[src/rtl/seg_scan_bcd.sv]
`default_nettype none
// ============================================================================
// seg_scan_bcd : binary -> BCD (serial double-dabble) multiplexed 7-seg driver
// Option macro : SEG_SCAN_LZ_BLANK_EN (leading-zero blanking)
// Revision     : 1.0
// ============================================================================
module seg_scan_bcd #(
  parameter int BIN_W      = 12,
  parameter int NUM_DIGITS = 4,
  parameter int SCAN_DIV   = 1000
) (
  input  logic             clk,
  input  logic             rst,
  input  logic [BIN_W-1:0] bin_in,
  input  logic             bin_valid,
  output logic             busy,
  output logic             bcd_valid,
  output logic             overflow,
  output logic [7:0]       seg_data,
  output logic [7:0]       seg_sel
);

  // Decimal digits needed for 2^w - 1, never fewer than the displayed count.
  function automatic int calc_bcd_digits(input int w);
    longint unsigned v;
    int              n;
    v = (64'd1 << w) - 64'd1;
    n = 0;
    for (int i = 0; i < 20; i++) begin
      if (v != 64'd0) begin
        v = v / 64'd10;
        n = n + 1;
      end
    end
    return (n > NUM_DIGITS) ? n : NUM_DIGITS;
  endfunction

  function automatic logic [7:0] seg_font(input logic [3:0] nib);
    case (nib)
      4'd0:    return 8'b11111100;
      4'd1:    return 8'b01100000;
      4'd2:    return 8'b11011010;
      4'd3:    return 8'b11110010;
      4'd4:    return 8'b01100110;
      4'd5:    return 8'b10110110;
      4'd6:    return 8'b10111110;
      4'd7:    return 8'b11100000;
      4'd8:    return 8'b11111110;
      4'd9:    return 8'b11110110;
      default: return 8'h00;
    endcase
  endfunction

  localparam int BCD_DIGITS = calc_bcd_digits(BIN_W);
  localparam int BCD_W      = 4 * BCD_DIGITS;
  localparam int SR_W       = BCD_W + BIN_W;
  localparam int DISP_W     = 4 * NUM_DIGITS;
  localparam int CNT_W      = $clog2(BIN_W);
  localparam int SCAN_W     = $clog2(SCAN_DIV);

  localparam logic [CNT_W-1:0]  BIT_LAST  = CNT_W'(BIN_W - 1);
  localparam logic [SCAN_W-1:0] SCAN_LAST = SCAN_W'(SCAN_DIV - 1);
  localparam logic [2:0]        DIG_LAST  = 3'(NUM_DIGITS - 1);
  localparam logic [7:0]        SEG_DASH  = 8'b00000010;

`ifdef SEG_SCAN_LZ_BLANK_EN
  localparam bit LZ_BLANK = 1'b1;
`else
  localparam bit LZ_BLANK = 1'b0;
`endif

  typedef enum logic [1:0] {
    ST_IDLE  = 2'd0,
    ST_SHIFT = 2'd1,
    ST_DONE  = 2'd2
  } state_t;

  state_t              state_q,     state_d;
  logic                pend_q,      pend_d;
  logic [BIN_W-1:0]    pend_val_q,  pend_val_d;
  logic [SR_W-1:0]     sr_q,        sr_d;
  logic [CNT_W-1:0]    bit_cnt_q,   bit_cnt_d;
  logic [DISP_W-1:0]   disp_q,      disp_d;
  logic                ovf_q,       ovf_d;
  logic                bcd_valid_q, bcd_valid_d;
  logic [SCAN_W-1:0]   scan_cnt_q,  scan_cnt_d;
  logic [2:0]          dig_idx_q,   dig_idx_d;
  logic [7:0]          seg_sel_q,   seg_sel_d;
  logic [7:0]          seg_data_q,  seg_data_d;

  logic [SR_W-1:0]     sr_adj;
  logic                ovf_hi;
  logic [3:0]          cur_nib;
  logic                upper_zero;
  logic                blank;

  // Only BCD digits beyond the display width can signal overflow.
  generate
    if (BCD_DIGITS > NUM_DIGITS) begin : g_ovf
      assign ovf_hi = |sr_q[SR_W-1:BIN_W+DISP_W];
    end else begin : g_no_ovf
      assign ovf_hi = 1'b0;
    end
  endgenerate

  always_comb begin
    state_d     = state_q;
    pend_d      = pend_q;
    pend_val_d  = pend_val_q;
    sr_d        = sr_q;
    bit_cnt_d   = bit_cnt_q;
    disp_d      = disp_q;
    ovf_d       = ovf_q;
    bcd_valid_d = 1'b0;

    sr_adj = sr_q;
    for (int i = 0; i < BCD_DIGITS; i++) begin
      if (sr_q[BIN_W+4*i +: 4] >= 4'd5) begin
        sr_adj[BIN_W+4*i +: 4] = sr_q[BIN_W+4*i +: 4] + 4'd3;
      end
    end

    if (bin_valid && (state_q != ST_IDLE)) begin
      pend_d     = 1'b1;
      pend_val_d = bin_in;
    end

    case (state_q)
      ST_IDLE: begin
        if (bin_valid) begin
          sr_d      = {{BCD_W{1'b0}}, bin_in};
          bit_cnt_d = '0;
          pend_d    = 1'b0;
          state_d   = ST_SHIFT;
        end else if (pend_q) begin
          sr_d      = {{BCD_W{1'b0}}, pend_val_q};
          bit_cnt_d = '0;
          pend_d    = 1'b0;
          state_d   = ST_SHIFT;
        end
      end
      ST_SHIFT: begin
        sr_d      = {sr_adj[SR_W-2:0], 1'b0};
        bit_cnt_d = bit_cnt_q + 1'b1;
        if (bit_cnt_q == BIT_LAST) begin
          state_d = ST_DONE;
        end
      end
      ST_DONE: begin
        disp_d      = sr_q[BIN_W +: DISP_W];
        ovf_d       = ovf_hi;
        bcd_valid_d = 1'b1;
        state_d     = ST_IDLE;
      end
      default: state_d = ST_IDLE;
    endcase
  end

  always_comb begin
    scan_cnt_d = (scan_cnt_q == SCAN_LAST) ? '0 : scan_cnt_q + 1'b1;
    dig_idx_d  = dig_idx_q;
    if (scan_cnt_q == SCAN_LAST) begin
      dig_idx_d = (dig_idx_q == DIG_LAST) ? 3'd0 : dig_idx_q + 3'd1;
    end

    cur_nib    = 4'd0;
    upper_zero = 1'b0;
    for (int i = 0; i < NUM_DIGITS; i++) begin
      if (dig_idx_q == 3'(i)) begin
        cur_nib    = disp_q[4*i +: 4];
        upper_zero = ((disp_q >> (4 * i)) == '0);
      end
    end
    // Digit 0 is never blanked so that zero still reads "0".
    blank = LZ_BLANK && (dig_idx_q != 3'd0) && upper_zero;

    seg_sel_d = ~(8'd1 << dig_idx_q);
    if (ovf_q) begin
      seg_data_d = SEG_DASH;
    end else if (blank) begin
      seg_data_d = 8'h00;
    end else begin
      seg_data_d = seg_font(cur_nib);
    end
  end

  always_ff @(posedge clk) begin
    if (rst) begin
      state_q     <= ST_IDLE;
      pend_q      <= 1'b0;
      pend_val_q  <= '0;
      sr_q        <= '0;
      bit_cnt_q   <= '0;
      disp_q      <= '0;
      ovf_q       <= 1'b0;
      bcd_valid_q <= 1'b0;
      scan_cnt_q  <= '0;
      dig_idx_q   <= 3'd0;
      seg_sel_q   <= 8'hFF;
      seg_data_q  <= 8'h00;
    end else begin
      state_q     <= state_d;
      pend_q      <= pend_d;
      pend_val_q  <= pend_val_d;
      sr_q        <= sr_d;
      bit_cnt_q   <= bit_cnt_d;
      disp_q      <= disp_d;
      ovf_q       <= ovf_d;
      bcd_valid_q <= bcd_valid_d;
      scan_cnt_q  <= scan_cnt_d;
      dig_idx_q   <= dig_idx_d;
      seg_sel_q   <= seg_sel_d;
      seg_data_q  <= seg_data_d;
    end
  end

  assign busy      = (state_q != ST_IDLE) || pend_q;
  assign bcd_valid = bcd_valid_q;
  assign overflow  = ovf_q;
  assign seg_sel   = seg_sel_q;
  assign seg_data  = seg_data_q;

endmodule
`default_nettype wire

[config.mk]
export PLATFORM = sky130hd
export DESIGN_NAME = seg_scan_bcd
export DESIGN_NICKNAME = d
export VERILOG_FILES = /design/src/rtl/seg_scan_bcd.sv
export SDC_FILE = /design/constraint.sdc
export NUM_CORES = 1
export LEC_CHECK = 0
export CAP_MARGIN = 10
export CORE_MARGIN = 5
export CORE_UTILIZATION = 44
export CTS_CLUSTER_DIAMETER = 50
export CTS_CLUSTER_SIZE = 30
export DETAILED_ROUTE_END_ITERATION = 8
export PLACE_DENSITY_LB_ADDON = 0.15
export SETUP_SLACK_MARGIN = 0.15
export SKIP_LAST_GASP = 1
export SLEW_MARGIN = 5
export SYNTH_ARGS = -nofsm -noshare
export SYNTH_HDL_FRONTEND = slang
export SYNTH_SLANG_ARGS = --single-unit
[constraint.sdc]
create_clock -name clk -period 4.7 [get_ports clk]
set_input_delay 0.94 -clock clk [delete_from_list [all_inputs] [get_ports clk]]
set_output_delay 0.94 -clock clk [all_outputs]
set_load 0.01 [all_outputs]
==> flow_summary.ini, run 1 <==
[status]
status = complete, no violations

[cts]
ctsLongestPathBuffers = 2
cts-resized-gates = 0
cts_hold_buf = 0
cts_setup_buffers = 0
cts_buffers = 9
cts_root_buffer = clkbuf_8
htree_levels = 3
path_clk_slew_ns = 0.09
clock-sinks = 92
cts_tree = built
clkLatencyLatePin_ns = 0.36

[die]
pin_count = 34
die_y_um = 107
rows = 35
core-area_um2 = 9200
die_w_um = 107
dieArea_um2 = 11400
initial_core_util_pct = 44.9

[synthesis]
ys_ff_latch = 92
yosysWarnings = 0
ys_types = 52
synthArstFlopShare_pct = 0
synth-main-ff-cell = dfxtp_1
synth-edff-count = 0
syn_inst = 473
ys_seq_area_share_pct = 44.6
mappedNetlistArea_um2 = 4130
avgSynthCellArea_um2 = 8.73

[timing]
rsz0062_at_grt = false
setup_viol = 0
setup_tns_ns = 0
fin_crit_sh_pct = 63.4
worstMarginPinSlew_ns = 1.04
fin_crit_ns = 2.98
hold_viol = 0
fin_skew_ns = 0.0139
maxSlewViolCount = 0
slew_headroom_pct = 30.4
maxClockFrequency_mhz = 336

[detailed_routing]
drtIter0Drc = 227
antenna_left = 0
routed_wl_mm = 8.36
drc = 0
wl_per_cell_um = 13.8
routed_via_density = 5.36
vias = 3251
firstDrtPassIters = 5

[placed_design]
gp_congestion = 0.855
place.port_buffers = 31
place_inst = 591
dp_hpwl_mm = 5.75

[setup_path]
crit_required_ns = 4.99
worstSetupPathType = input port to flip-flop
cp-end-kind = flip-flop
critPathLaunchType = input port
cp_slowest_stage_delay_ns = 0.82
critPathTopFamily = simple AND/OR/NAND/NOR gates
critical-path-slowest-cell = or2_1
path_buf_inv = 1
crit_arrival_ns = 3.27
crit_chain = clkdlybuf4s50_1 -> nor3_1 -> or2_1 -> a222oi_1 -> nor2_1
critPathMaxFanout = 31

[global_route]
grt_pass1_vias = 3122
antenna_found_initial = 0
grt_pass1_wl_mm = 14.6
grt_use_total_pct = 15.7
overflow = 0
grt_start_max_net_pins = 70

[worst_hold_path]
hold_class = flip-flop to flip-flop

[cells_and_area]
utilization_pct = 50.5
multiInputGateArea_um2 = 2070
seqCellArea_um2 = 1840
syn_to_final_growth_pct = 12.5
num_antenna_cells = 0
fillers = 883
nNetsFinal = 526
fin_cells = 607
drive_above_1_share_pct = 8.87

[pwr]
p_leak_nw = 1.72
p_per_area_nw_per_um2 = 306
ir_worst_vdd_v = 0.000130

[flow_run]
maxCapViolations = 0
==> cell type report <==
class | count | share of cell area (%)
inverter | 18 | 1.46
timing repair buffer | 35 | 7.22
clock buffer | 10 | 2.96
multi-input combinational | 335 | 44.6
sequential | 92 | 39.7
clock inverter | 6 | 1.11
tap | 111 | 2.99
==> tightest hold or removal path: cells and delay by family, from the launching register on <==
| family | cells | cell delay, ns |
|---|---|---|
| and+or+nand+nor | 1 | 0.05 |
| DFF | 1 | 0.32 |
| AOI/OAI and AO/OA | 1 | 0.05 |
==> cell usage after synthesis, types with 4 or more instances <==
cell type | n | area share [%]
dfxtp_1 | 92 | 45
nand2_1 | 85 | 7.7
a21oi_1 | 45 | 5.5
nor2_1 | 44 | 4.0
ha_1 | 20 | 6.1
clkbuf_1 | 17 | 1.5
inv_1 | 17 | 1.5
o21ai_0 | 12 | 1.5
mux2_2 | 11 | 3.0
a222oi_1 | 10 | 2.4
xnor2_1 | 10 | 2.1
nor3_1 | 9 | 1.1
a22oi_1 | 8 | 1.5
nand3_1 | 8 | 0.97
xor2_1 | 7 | 1.5
buf_2 | 6 | 0.73
nand2b_1 | 5 | 0.76
and2_1 | 4 | 0.61
mux2i_1 | 4 | 0.97
nor2b_1 | 4 | 0.61
==> path summary, 6_finish.rpt <==
check,depth (start not counted),to,slack (ns),start
hold reg to reg,2,disp_q[15]$_SDFFE_PP0P_,0.46,disp_q[15]$_SDFFE_PP0P_
hold / removal,2,disp_q[15]$_SDFFE_PP0P_,0.46,disp_q[15]$_SDFFE_PP0P_
setup reg to reg,9,seg_data[3]$_SDFF_PP0_,2.18,dig_idx_q[1]$_SDFFE_PP0P_
setup / recovery,5,sr_q[11]$_SDFFE_PP0P_,1.72,bin_valid
==> layout by cell type, fill, tap and decap left out, types with 2 or more instances in the layout <==
| cell | instances |
|---|---|
| dfxtp_1 | 92 |
| nand2_1 | 85 |
| a21oi_1 | 45 |
| nor2_1 | 44 |
| clkdlybuf4s50_1 | 30 |
| ha_1 | 20 |
| inv_1 | 17 |
| o21ai_0 | 12 |
| mux2_2 | 11 |
| xnor2_1 | 10 |
| a222oi_1 | 10 |
| clkbuf_8 | 10 |
| nor3_1 | 9 |
| nand3_1 | 8 |
| a22oi_1 | 8 |
| xor2_1 | 7 |
| nand2b_1 | 5 |
| inv_6 | 5 |
| nor2b_1 | 4 |
| and2_1 | 4 |
| mux2i_1 | 4 |
| buf_4 | 4 |
| nand3b_1 | 3 |
| a311oi_2 | 3 |
| nand4_1 | 3 |
| a21o_1 | 3 |
| a32oi_1 | 3 |
| o211ai_1 | 3 |
| and3_1 | 3 |
| nor3b_1 | 2 |
| or3_1 | 2 |
| and4_1 | 2 |
| o21ai_1 | 2 |
| o21a_1 | 2 |
| a32o_1 | 2 |
| conb_1 | 2 |
==> sequential cells by signal (all words and copies together) (netlist names) <==
signal / cells
dig_idx_q: 3
scan_cnt_q: 10
state_q: 2
seg_data: 7
pend_val_q: 12
seg_sel: 8
pend_q: 1
bcd_valid: 1
bit_cnt_q: 4
sr_q: 28
disp_q: 16
==> report_power, final <==
part / switching [mW] / internal, mW
Combinational: 0.0576 / 0.0442
Sequential: 0.00990 / 0.797
Clock: 0.296 / 0.216
==> through the flow <==
step	setup slack, ns	cell area [um^2]	power [mW]	hold slack (ns)
after global placement	1.36	4450	0.926	0.426
after CTS	1.71	4640	1.44	0.459
after global routing	1.43	4640	1.49	0.470
after detailed placement	1.29	4450	0.928	0.438
after floorplan	2.49	4130	0.891	0.413
final	1.72	4640	1.42	0.456
==> per-layer routing <==
metal / track usage, % / vias to the layer above / wire [um]
met4: 6.21 / 0 / 169
met2: 25.0 / 59 / 3850
li1: - / 1651 / -
met3: 2.53 / 14 / 272
met5: 0 / - / 0
met1: 21.2 / 1527 / 4060
==> cell families after synthesis <==
kind of cell / after synthesis / synth area share (%)
AND/OR/NAND/NOR: 183 / 20.5
multiplexers: 15 / 3.97
XOR/XNOR: 17 / 3.61
buffers and inverters: 47 / 5.33
other: 1 / 0.0908
flip-flops: 92 / 44.6
AO/OA/AOI/OAI: 98 / 15.8
adder cells (fa/ha/maj): 20 / 6.06
(Power assumes the default switching activity.)
==> run 2, diff against run 1 <==
- clock period: 4.7 -> 3.1 ns (I/O delays scaled with it)
==> run 2 against run 1 <==
Against the previous run: clock skew decreased by 0.0029 ns; clock power increased by 59%; sequential power increased by 51%; core utilization increased by 0.39 points; critical path type is now flip-flop to flip-flop; highest routed layer unchanged.
==> flow_summary.ini, run 2 (same netlist as run 1, synthesis figures left out) <==
[worst_hold_path]
worstHoldStart = scan_cnt_q[0]$_SDFF_PP0_
whs_endpoint = scan_cnt_q[0]$_SDFF_PP0_
hold_class = flip-flop to flip-flop
hold_depth = 1

[pwr]
p_per_area_nw_per_um2 = 469
p_leak_nw = 1.74
power_mw = 2.19
ir_worst_vdd_v = 0.000173

[setup_path]
path_buf_inv = 2
r2r_end = seg_data[3]$_SDFF_PP0_
reg2reg_depth = 9
rrSetupSlack_ns = 0.64
crit_arrival_ns = 2.71
critPathTopFamily = compound AO/OA/AOI/OAI gates
cp-end-kind = flip-flop
crit_chain = inv_1 -> ha_1 -> nand3b_1 -> a221o_1 -> a21oi_1 -> inv_1 -> ha_1 -> o21a_1 -> a32o_1
cp_slowest_stage_delay_ns = 0.39
worstSetupPathType = flip-flop to flip-flop
crit_required_ns = 3.35
critical-path-slowest-cell = dfxtp_1
r2r_start = dig_idx_q[1]$_SDFFE_PP0P_
critPathLaunchType = flip-flop
critPathMaxFanout = 10

[die]
rows = 35
pin_count = 34
dieArea_um2 = 11400
die_y_um = 107
core-area_um2 = 9200
die_w_um = 107
initial_core_util_pct = 44.9

[global_route]
grt_pass1_vias = 3031
grt_use_total_pct = 15.1
grt_start_max_net_pins = 63
grt_pass1_wl_mm = 14.1
antenna_found_initial = 0
overflow = 0

[timing]
fin_crit_sh_pct = 79.5
setup_viol = 0
whs_ns = 0.452
hold_viol = 0
maxSlewViolCount = 0
fin_skew_ns = 0.0110
slew_headroom_pct = 56.0
rsz0062_at_grt = false
maxClockFrequency_mhz = 406
worstMarginPinSlew_ns = 0.660
fin_crit_ns = 2.46
setup_tns_ns = 0

[cts]
cts_buffers = 9
htree_levels = 3
clkLatencyLatePin_ns = 0.35
cts_tree = built
cts-resized-gates = 0
clock-sinks = 92
ctsLongestPathBuffers = 2
cts_root_buffer = clkbuf_8
cts_hold_buf = 0
cts_setup_buffers = 0
path_clk_slew_ns = 0.09

[cells_and_area]
largest_reg_flops = 28
fin_cells = 610
num_antenna_cells = 0
top_regs = sr_q: 28 flops, disp_q: 16 flops, pend_val_q: 12 flops
final_cell_mix = dfxtp_1, nand2_1, a21oi_1
top_register = sr_q
final_common_cell = dfxtp_1
drive_above_1_share_pct = 9.42
nNetsFinal = 530
syn_to_final_growth_pct = 13.3
finish.instance_area_um2 = 4680

[flow_run]
maxCapViolations = 0

[detailed_routing]
routed_via_density = 5.20
vias = 3175
routed_wl_mm = 8.16
drc = 0
wl_per_cell_um = 13.4
antenna_left = 0
drtIter0Drc = 217
firstDrtPassIters = 5

[placed_design]
place.port_buffers = 31
place_area_um2 = 4480
gp_congestion = 0.787
place_inst = 595
dp_hpwl_mm = 5.65

[status]
status = complete, no violations
==> run 2: per-layer routing <==
metal,global-route usage (%),part of all wire [%],wire length (um),vias to the layer above
met2,24.1,45,3640,52
li1,-,-,-,1657
met1,20.2,51,4130,1456
met5,0,0,0,-
met3,2.89,3.3,273,10
met4,5.84,1.4,114,0
==> run 2: how the worst max path moves through the flow <==
stage / startpoint / endpoint / slack [ns] / cells after the start
finish: dig_idx_q[1]$_SDFFE_PP0P_ / seg_data[3]$_SDFF_PP0_ / 0.64 / 9
CTS: dig_idx_q[1]$_SDFFE_PP0P_ / seg_data[3]$_SDFF_PP0_ / 0.62 / 9
global placement: bin_valid / sr_q[19]$_SDFFE_PP0P_ / 0.69 / 6
floorplan: dig_idx_q[1]$_SDFFE_PP0P_ / seg_data[3]$_SDFF_PP0_ / 0.89 / 10
detailed placement: bin_valid / sr_q[19]$_SDFFE_PP0P_ / 0.63 / 6
global route: dig_idx_q[1]$_SDFFE_PP0P_ / seg_data[3]$_SDFF_PP0_ / 0.43 / 9
==> run 2: metrics by stage <==
step,util (%),setup WS (ns)
CTS,50.9,0.616
global placement,48.7,0.694
detailed placement,48.7,0.633
floorplan,-,0.890
finish,50.9,0.637
global route,50.9,0.425
==> run 2: final cells by class <==
| type | instances | area, um^2 |
|---|---|---|
| fillers | 869 | 4520 |
| multi-input cells | 335 | 2070 |
| flip-flops and latches | 92 | 1840 |
| repair buffers | 39 | 365 |
| well taps | 111 | 139 |
| clock buffers | 9 | 124 |
| clock inverters | 6 | 71.3 |
| inverters | 18 | 67.6 |
==> run 2: power breakdown <==
group | switching, mW | internal, mW | leakage [nW]
combinational | 0.0873 | 0.0697 | 0.896
clock | 0.438 | 0.377 | 0.0927
sequential | 0.0154 | 1.21 | 0.748
==> run 3, diff against run 2 <==
- clock period: 3.1 -> 2.1 ns (I/O delays scaled with it)
==> run 3 against run 2 <==
Against the previous run: critical path type unchanged; highest routed layer unchanged; worst hold slack got worse by 0.046 ns; first-iteration DRC count fell by 12%; global-route usage rose by 0.59 points.
==> flow_summary.ini, run 3 (same netlist as run 1, synthesis figures left out) <==
[status]
status = complete, no violations

[cells_and_area]
fillers = 863
multiInputGateArea_um2 = 2190
syn_to_final_growth_pct = 20.4
top_regs = sr_q: 28 flops, disp_q: 16 flops, pend_val_q: 12 flops
utilization_pct = 54.1
num_antenna_cells = 0
final_cell_mix = dfxtp_1, nand2_1, a21oi_1
final_common_cell = dfxtp_1
seqCellArea_um2 = 1850
drive_above_1_share_pct = 15.7
top_register = sr_q
largest_reg_flops = 28
nNetsFinal = 546

[flow_run]
maxCapViolations = 0

[global_route]
overflow = 0
antenna_found_initial = 0
grt_pass1_vias = 3082
grt_use_total_pct = 15.7
grt_start_max_net_pins = 61
grt_pass1_wl_mm = 14.6

[setup_path]
rrSetupSlack_ns = 0.07
critPathTopFamily = compound AO/OA/AOI/OAI gates
cp_slowest_stage_delay_ns = 0.39
crit_required_ns = 2.35
critPathLaunchType = flip-flop
critical-path-slowest-cell = dfxtp_4
worstSetupPathType = flip-flop to flip-flop
cp-end-kind = flip-flop
path_buf_inv = 2
critPathMaxFanout = 8
crit_chain = buf_4 -> ha_4 -> a21oi_1 -> a221o_1 -> a21oi_2 -> buf_4 -> ha_4 -> a32o_1
crit_arrival_ns = 2.28

[timing]
setup_viol = 0
worstMarginPinSlew_ns = 0.552
slew_headroom_pct = 63.1
maxClockFrequency_mhz = 492
maxSlewViolCount = 0
fin_crit_ns = 2.03
rsz0062_at_grt = true
hold_viol = 0
setup_tns_ns = 0
fin_skew_ns = 0.0130
fin_crit_sh_pct = 96.7

[cts]
cts_buffers = 9
cts_root_buffer = clkbuf_8
path_clk_slew_ns = 0.09
htree_levels = 3
cts_hold_buf = 0
cts_tree = built
clkLatencyLatePin_ns = 0.36
clock-sinks = 92
ctsLongestPathBuffers = 2

[detailed_routing]
routed_via_density = 5.31
wl_per_cell_um = 14.1
antenna_left = 0
vias = 3332
routed_wl_mm = 8.85
drc = 0
drtIter0Drc = 190
firstDrtPassIters = 5

[pwr]
p_leak_nw = 1.86
ir_worst_vdd_v = 0.000346
p_per_area_nw_per_um2 = 652

[die]
initial_core_util_pct = 44.9
core-area_um2 = 9200
pin_count = 34
dieArea_um2 = 11400
die_w_um = 107
rows = 35
die_y_um = 107

[placed_design]
place.port_buffers = 31
gp_congestion = 0.786
dp_hpwl_mm = 5.83

[worst_hold_path]
hold_class = input port to flip-flop
[run 3: what timing repair did]
item                                    CTS  global route
endpoints found under the setup margin    7             6
pin swaps                                 7             2
buffers inserted                          8             3
gates cloned                              0             0
resized for setup                        17             5
[run 3: per-stage QoR]
step | hold slack, ns | area (um^2) | std cells | setup slack, ns | power, mW
2_1_floorplan | 0.413 | 4170 | 474 | 0.0709 | 1.99
3_3_place_gp | 0.426 | 4590 | 600 | 0.0658 | 2.09
3_5_place_dp | 0.435 | 4590 | 600 | 0.0288 | 2.10
4_1_cts | 0.404 | 4920 | 624 | 0.129 | 3.28
5_1_grt | 0.419 | 4970 | 627 | 0.00612 | 3.39
6_report | 0.406 | 4970 | 627 | 0.0683 | 3.24
[run 3: layout make-up]
| cell class | count | area share, % |
|---|---|---|
| flip-flops and latches | 92 | 37.2 |
| well taps | 111 | 2.79 |
| clock inverters | 7 | 1.49 |
| clock buffers | 9 | 2.49 |
| repair buffers | 55 | 10.6 |
| multi-input cells | 335 | 44.0 |
| inverters | 18 | 1.46 |
[run 3: worst paths after layout]
check / depth (start not counted) / endpoint / startpoint
min: 2 / bit_cnt_q[1]$_SDFFE_PP0P_ / rst
min reg2reg: 1 / scan_cnt_q[0]$_SDFF_PP0_ / scan_cnt_q[0]$_SDFF_PP0_
max: 8 / seg_data[4]$_SDFF_PP0_ / dig_idx_q[1]$_SDFFE_PP0P_
max reg2reg: 8 / seg_data[4]$_SDFF_PP0_ / dig_idx_q[1]$_SDFFE_PP0P_
[run 3: routing by layer]
layer  vias up  routed length [um]  global-route usage [%]
li1       1696                   -                       -
met1      1568                4390                    20.6
met2        56                3970                    25.4
met3        12                 380                    3.79
met4         0                 112                    5.11
met5         -                   0                       0
[run 3: power breakdown]
part | switching, mW | total [mW] | internal, mW | leakage [nW]
Combinational | 0.134 | 0.246 | 0.112 | 1.01
Sequential | 0.0220 | 1.80 | 1.78 | 0.749
Clock | 0.638 | 1.19 | 0.556 | 0.100
